`config.mk`:
```
export PLATFORM = sky130hd
export DESIGN_NAME = spi_slave_fsm
export DESIGN_NICKNAME = d
export VERILOG_FILES = /design/src/rtl/spi_slave_pkg.sv /design/src/rtl/spi_tx_shifter.sv /design/src/rtl/spi_slave_fsm.sv
export SDC_FILE = /design/constraint.sdc
export NUM_CORES = 1
export LEC_CHECK = 0
export ABC_AREA = 1
export ABC_CLOCK_PERIOD_IN_PS = 2300
export CAP_MARGIN = 20
export CELL_PAD_IN_SITES_DETAIL_PLACEMENT = 1
export CELL_PAD_IN_SITES_GLOBAL_PLACEMENT = 2
export CORE_MARGIN = 1.5
export CORE_UTILIZATION = 32
export DETAILED_ROUTE_END_ITERATION = 12
export GPL_ROUTABILITY_DRIVEN = 0
export GPL_TIMING_DRIVEN = 0
export PLACE_DENSITY_LB_ADDON = 0.25
export SYNTH_ARGS = -nofsm -noshare
export SYNTH_HDL_FRONTEND = slang
export SYNTH_SLANG_ARGS = --single-unit
```
`constraint.sdc`:
```
create_clock -name clk -period 2.3 [get_ports clk]
set_input_delay 0.46 -clock clk [delete_from_list [all_inputs] [get_ports clk]]
set_output_delay 0.46 -clock clk [all_outputs]
set_load 0.05 [all_outputs]
```
`src/rtl/spi_slave_pkg.sv`:
```
// rtl/spi_slave_pkg.sv - shared types and defaults for the SPI slave front end
package spi_slave_pkg;

  localparam int DEF_RX_WIDTH = 10;
  localparam int DEF_TX_WIDTH = 8;

  typedef enum logic [2:0] {
    IDLE      = 3'd0,
    CHK_CMD   = 3'd1,
    WRITE     = 3'd2,
    READ_ADD  = 3'd3,
    READ_DATA = 3'd4
  } state_t;

  // Command field carried in rx_data[9:8]; decoded by the RAM side.
  typedef enum logic [1:0] {
    WR_ADDR = 2'b00,
    WR_DATA = 2'b01,
    RD_ADDR = 2'b10,
    RD_DATA = 2'b11
  } cmd_t;

endpackage

```
`src/rtl/spi_tx_shifter.sv`:
```
// rtl/spi_tx_shifter.sv - parallel-load PISO driving MISO, MSB first
module spi_tx_shifter #(
  parameter int WIDTH = 8
) (
  input  logic             clk,
  input  logic             rst,
  input  logic             clear,
  input  logic             load,
  input  logic [WIDTH-1:0] data,
  output logic             miso,
  output logic             busy,
  output logic             done
);

  localparam int CW = $clog2(WIDTH);

  logic [WIDTH-1:0] sh;
  logic [CW-1:0]    cnt;

  // The MSB goes out on the load edge, so the register keeps only the remaining bits.
  always_ff @(posedge clk) begin
    if (rst || clear) begin
      sh   <= '0;
      cnt  <= '0;
      miso <= 1'b0;
      busy <= 1'b0;
      done <= 1'b0;
    end else if (load) begin
      sh   <= {data[WIDTH-2:0], 1'b0};
      cnt  <= CW'(WIDTH - 1);
      miso <= data[WIDTH-1];
      busy <= 1'b1;
      done <= 1'b0;
    end else if (busy) begin
      if (cnt != '0) begin
        miso <= sh[WIDTH-1];
        sh   <= {sh[WIDTH-2:0], 1'b0};
        cnt  <= cnt - 1'b1;
      end else begin
        miso <= 1'b0;
        busy <= 1'b0;
        done <= 1'b1;
      end
    end
  end

endmodule

```
`src/rtl/spi_slave_fsm.sv`:
```
// rtl/spi_slave_fsm.sv - SPI slave frame FSM: MOSI deserialiser to RAM, RAM read data out on MISO
module spi_slave_fsm
  import spi_slave_pkg::*;
#(
  parameter int RX_WIDTH = DEF_RX_WIDTH,
  parameter int TX_WIDTH = DEF_TX_WIDTH
) (
  input  logic                clk,
  input  logic                rst,
  input  logic                SS_n,
  input  logic                MOSI,
  output logic                MISO,
  output logic [RX_WIDTH-1:0] rx_data,
  output logic                rx_valid,
  input  logic [TX_WIDTH-1:0] tx_data,
  input  logic                tx_valid
);

  localparam logic [3:0] WORD_BITS = 4'(RX_WIDTH);
  localparam logic [3:0] LAST_BIT  = 4'(RX_WIDTH - 1);

  state_t     state;
  logic [3:0] bit_cnt;
  logic       rd_addr_seen;

  logic       tx_load;
  logic       tx_clear;
  logic       tx_busy;
  logic       tx_done;

  // Read data is accepted once per READ_DATA frame, only after the full word is in.
  assign tx_load  = (state == READ_DATA) && !SS_n && (bit_cnt == WORD_BITS) &&
                    tx_valid && !tx_busy && !tx_done;
  assign tx_clear = SS_n && (state != IDLE);

  always_ff @(posedge clk) begin
    if (rst) begin
      state        <= IDLE;
      rx_data      <= '0;
      rx_valid     <= 1'b0;
      bit_cnt      <= '0;
      rd_addr_seen <= 1'b0;
    end else begin
      rx_valid <= 1'b0;
      if (SS_n) begin
        state   <= IDLE;
        bit_cnt <= '0;
      end else begin
        case (state)
          IDLE: begin
            state   <= CHK_CMD;
            bit_cnt <= '0;
          end
          CHK_CMD: begin
            if (!MOSI)
              state <= WRITE;
            else if (rd_addr_seen)
              state <= READ_DATA;
            else
              state <= READ_ADD;
          end
          WRITE, READ_ADD, READ_DATA: begin
            // Counter parks at WORD_BITS so extra clocks in the frame never start a new word.
            if (bit_cnt != WORD_BITS) begin
              rx_data <= {rx_data[RX_WIDTH-2:0], MOSI};
              bit_cnt <= bit_cnt + 1'b1;
              if (bit_cnt == LAST_BIT) begin
                rx_valid <= 1'b1;
                if (state == READ_ADD)
                  rd_addr_seen <= 1'b1;
                else if (state == READ_DATA)
                  rd_addr_seen <= 1'b0;
              end
            end
          end
          default: state <= IDLE;
        endcase
      end
    end
  end

  spi_tx_shifter #(
    .WIDTH (TX_WIDTH)
  ) u_tx (
    .clk   (clk),
    .rst   (rst),
    .clear (tx_clear),
    .load  (tx_load),
    .data  (tx_data),
    .miso  (MISO),
    .busy  (tx_busy),
    .done  (tx_done)
  );

endmodule
```
* Word-level counts from Yosys, hierarchy flattened
Index checks and enable logic that the tools add are counted.
** Word-level totals
- Register bits after elaboration :: 32
- Latch bits :: 0
- RAM bits :: 0
- ROM bits :: 0
- Output and inout port bits :: 12
- Logic and storage cells :: 70
- Memories kept :: 0
** Operators by class
- Add/subtract/negate cells :: 2
- Multiply operators :: 0
- Divide/modulo/power cells :: 0
- Order comparisons :: 0
- Equal/unequal tests :: 8
- Shift operators :: 0
- Mux-type cells :: 20
- Bitwise logic cells :: 4
- Reductions and logical operators :: 26
** Operator list (number)
- 2-to-1 mux 8 bit :: 3
- 2-to-1 mux 3 bit :: 5
- 2-to-1 mux 1 bit :: 9
- case mux 3 bit (3 select lines) :: 1
- == test 4 bit, second input constant :: 2
- case mux 4 bit (2 select lines) :: 1
- nonzero test 2 bit :: 4
- == test 3 x 2 -> 1 bit, second input constant :: 2
- logical AND 1 bit :: 6
- AND reduction 2 bit :: 3
- nonzero test 3 bit :: 2
- AND reduction 5 bit :: 1
- adder 4 x 1 -> 4 bit, second input constant :: 1
- 2-to-1 mux 4 bit :: 1
- inequality test 4 bit, second input constant :: 1
- NOT 1 bit :: 4
- OR reduction 2 bit :: 2
- OR reduction 4 bit :: 1
- == test 3 x 1 -> 1 bit, second input constant :: 1
- == test 3 bit, second input constant :: 1
- zero test 1 bit :: 3
- zero test 3 bit :: 1
- AND reduction 3 bit :: 1
- OR reduction 3 bit :: 1
- other kinds (3) :: 3

* Depth between registers and ports, before layout
- Depth in word-level cells :: 8
- Gate-level depth with buffers :: 9
- Depth with buffers taken out :: 8

* By module
A second synthesis with hierarchy kept.
** Unflattened totals
- Cells, all modules :: 219
- Area, all modules :: 1704.1 um^2
** Modules (own cells, without submodules)
- spi_slave_fsm :: times used 1, cells each 125, area each 1026.0 um^2, sequential area each 380.4 um^2
- spi_tx_shifter :: times used 1, cells each 94, area each 678.2 um^2, sequential area each 260.2 um^2

* Worst setup path before layout
OpenSTA, ideal clock, no wires.
- Path kind :: reg2reg
- Start point :: reg bit_cnt[0]
- End point :: reg rx_data[0]
- Setup time :: 0.132 ns
- Arrival time :: 1.274 ns
- Data required time :: 2.168 ns
- Slack :: 0.894 ns
- Cell stages (with the launch flop) :: 10
- Path buffers :: 1
- Period minus slack after synthesis :: 1.406 ns
- Cell sequence :: dfxtp_1 > inv_1 > ha_1 > nand3_4 > nand2_1 > inv_1 > nand2_2 > buf_4 > nand2_1 > a21oi_1
** On the way
- Word-level cells in the longest chain between the ends :: 2
** RTL lines
- from (decl) :: RTL line spi_slave_fsm.sv:23 : logic [3:0] bit_cnt;
- from (signal assigned) :: RTL line spi_slave_fsm.sv:66 : bit_cnt <= bit_cnt + 1'b1;
- inequality test 4 bit :: RTL line spi_slave_fsm.sv:64 : if (bit_cnt != WORD_BITS) begin
- AND reduction 3 bit (no line)
- to (signal assigned) :: RTL line spi_slave_fsm.sv:65 : rx_data <= {rx_data[RX_WIDTH-2:0], MOSI};
- to (decl) :: RTL line spi_slave_fsm.sv:13 : output logic [RX_WIDTH-1:0] rx_data,
No other way between the ends.
A chain may end at the register's enable or synchronous reset.

* Worst setup path in the final report
- Start point :: reg rx_data[8]
- End point :: out rx_data[8]
No word-level cell between the ends.

==> results.toml <==
[run_status]
status = "finished clean"

[clock_network]
hold_buffers = 0
cts_made_buffers = 5
ctsResizeCount = 0
cts_tree = "yes"
cts_root_buffer = "clkbuf_8"
h-tree-depth = 2
clockBufferDepth = 2
clock_latency_ps = 280
cts_sinks = 32
path_clk_slew_ps = 70
post_cts_buffers = 0

[sta]
hold_violations = 0
maxSlewHeadroom_pct = 66.9
finalCriticalPeriod_ps = 1940
worst_slew_pin_slew_ps = 495
skew_ps = 6.79
min_period_over_period_pct = 84.4
finalSetupViolCount = 0
tns_ps = 0
drv_slew = 0
rsz0062_at_grt = "no"
max_freq_ghz = 0.515
timing.final.ws_setup_ps = 360

[placement]
dp_worst_setup_slack_ps = 361
hpwl_um = 2710
dp.cells = 301
numPortBuffers = 24

[worst_hold_path]
hold_path_startpoint = "rx_data[9]"
min_path_type = "reg2reg"

[pwr]
internal_power_mw = 0.910
ir_drop_v = 0.000282
power.total_mw = 1.17
seqPwrFrac_pct = 47.8
power_frac_comb_pct = 6.8
swShare_pct = 22.1
power_density_mw_per_mm2 = 586
switchingPower_mw = 0.259
p_leak_nw = 0.763
pwr-share-clk_pct = 45.4

[die]
row_count = 25
core-area_mm2 = 0.00472
die-area_mm2 = 0.00532
die_h_um = 72.9
die_w_um = 72.9
start_util_pct = 33.1
io-pin-count = 25

[detailed_routing]
wl_um = 3750
vias_per_cell = 4.68
wl_per_cell_um = 12.1
ant_nets = 0
num_vias = 1446
drc = 0
drt-pass1-iter-count = 4
drt_iter0_drc = 52

[run]
max_cap_violations = 0

[logic_synthesis]
synthSimpleGateAreaFrac_pct = 33.7
syn_area_mm2 = 0.00156
synthAdderAreaFrac_pct = 4.00
yosys_warnings = 0
synthMuxAreaShare_pct = 0
synth_cell_types = 26
syn_area_per_cell_um2 = 7.45
syn_inst = 210
synth_top_family_by_area = "simple AND/OR/NAND/NOR gates"
syn-num-nets = 228
ys_seq_elements = 32
synth_compound_area_share_pct = 12.0
yosysSeqAreaShare_pct = 41.0
synthXorXnorAreaFrac_pct = 1.12

[setup_path]
arrival_ps = 1480
path_class = "reg2out"
crit_family = "buffers and inverters"
critPathLaunchType = "flop"
crit_required_ps = 1840
crit_buf_inv = 1
crit_slowest_cell = "clkdlybuf4s50_1"
worstPathMaxFanout = 3
timing.rr.start = "u_tx.cnt[0]"
cpPeakStageDelay_ps = 820
crit_start = "rx_data[8]"
r2r_setup_slack_ps = 720
path_cells = "clkdlybuf4s50_1"
end_kind = "output port"

[global_route]
grt.total_usage_pct = 15.9
antenna_found_initial = 0
grt_max_degree = 11
grt_pass1_vias = 1460
grt_first_pass_wirelength_um = 6570
grt_overflow_total = 0

[finish]
area_growth_syn_to_layout_pct = 27.6
antenna_cells = 0
fin_nets = 259
drive_gt1_share_pct = 9.50
final_cells = 309
## path summary, 6_finish.rpt
check / end / depth (start not counted)
setup / recovery: rx_data[8] / 1
hold / removal: rx_data[9] / 2
setup reg to reg: u_tx.cnt[2] / 9
hold reg to reg: rx_data[9] / 2
## metrics by stage
stage / utilization [%] / hold WS, ps / cell area (um2)
6_report: 42.3 / 465 / 2000
3_3_place_gp: 40.0 / 452 / 1890
4_1_cts: 42.3 / 475 / 2000
3_5_place_dp: 40.0 / 464 / 1890
2_1_floorplan: - / 450 / 1560
5_1_grt: 42.3 / 492 / 2000
## layer usage
| metal | vias up | routed length, um | track usage, % | share of wire [%] |
|---|---|---|---|---|
| li1 | 752 | - | - | - |
| met1 | 668 | 1800 | 20.6 | 48 |
| met2 | 20 | 1810 | 26.4 | 48 |
| met3 | 6 | 99 | 3.31 | 2.6 |
| met4 | 0 | 40 | 4.82 | 1.1 |
| met5 | - | 0 | 0 | 0 |
## power groups by stage
stage | sequential, mW | combinational [mW] | clock (mW)
after global placement | 0.572 | 0.0799 | 0
final | 0.559 | 0.0793 | 0.531
after CTS | 0.559 | 0.0805 | 0.546
after detailed placement | 0.572 | 0.0797 | 0
after global routing | 0.559 | 0.0883 | 0.567
after floorplan | 0.572 | 0.0420 | 0
## final cells by class
| class | count | area [um2] |
|---|---|---|
| timing repair buffer | 24 | 240 |
| sequential | 32 | 641 |
| buffer | 5 | 31.3 |
| clock inverter | 2 | 35.0 |
| tap | 67 | 83.8 |
| clock buffer | 6 | 72.6 |
| fill | 597 | 2730 |
| inverter | 26 | 97.6 |
| multi-input combinational | 147 | 795 |
## flip-flops by register name, summed over array words and instances, names as in the netlist
register	cells
u_tx.miso	1
u_tx.busy	1
rx_valid	1
u_tx.done	1
u_tx.cnt	3
u_tx.sh	7
state	3
bit_cnt	4
rx_data	10
rd_addr_seen	1
## layout by cell type, fill, tap and decap left out, drive strengths merged
| master | netlist | routed |
|---|---|---|
| o21bai | 1 | 1 |
| nor3 | 4 | 4 |
| dfxtp | 32 | 32 |
| clkbuf | 1 | 7 |
| o21ai | 2 | 2 |
| a31oi | 1 | 1 |
| o211ai | 3 | 3 |
| nand3 | 33 | 33 |
| a21oi | 26 | 26 |
| nand3b | 2 | 2 |
| nand2 | 50 | 50 |
| ha | 5 | 5 |
| clkdlybuf4s50 | 0 | 24 |
| nor2 | 14 | 14 |
| and3 | 1 | 1 |
| buf | 4 | 4 |
| inv | 26 | 26 |
| clkinv | 0 | 1 |
| nand4 | 3 | 3 |
| bufinv | 0 | 1 |
| xor2 | 2 | 2 |
## Yosys cell counts
cell type / number / area share, %
buf_4: 3 / 1.4
nor2_1: 11 / 2.6
nand2_2: 3 / 1.2
nor2_4: 2 / 1.4
nand3b_1: 2 / 0.96
and3_1: 1 / 0.40
nor3_1: 3 / 0.96
o21ai_0: 1 / 0.32
buf_2: 1 / 0.32
nor2_2: 1 / 0.40
nand3_4: 2 / 2.2
inv_1: 24 / 5.8
ha_1: 5 / 4.0
nand4_1: 3 / 1.2
clkbuf_1: 1 / 0.24
xor2_1: 2 / 1.1
nand3_1: 31 / 9.9
nand2_1: 47 / 11
o211ai_1: 3 / 1.4
inv_2: 2 / 0.48
nor3_4: 1 / 1.0
dfxtp_1: 32 / 41
a31oi_1: 1 / 0.40
a21oi_1: 26 / 8.3
o21ai_4: 1 / 1.0
o21bai_1: 1 / 0.48
## worst register-to-register path: stages (launching register included)
cell and delay, ps:
dfxtp_1 310, inv_1 70, ha_1 230, a21oi_1 300, buf_2 290, nand2_1 80, nand2_1 60, nand3_1 60
nand2_1 60, inv_1 30
## logic make-up after synthesis
kind of cell / count (synthesis)
compound gates: 33
xor+xnor: 2
fa+ha+maj: 5
buf+inv: 31
flops: 32
simple gates: 107
Power figures use the tool's default switching activity.
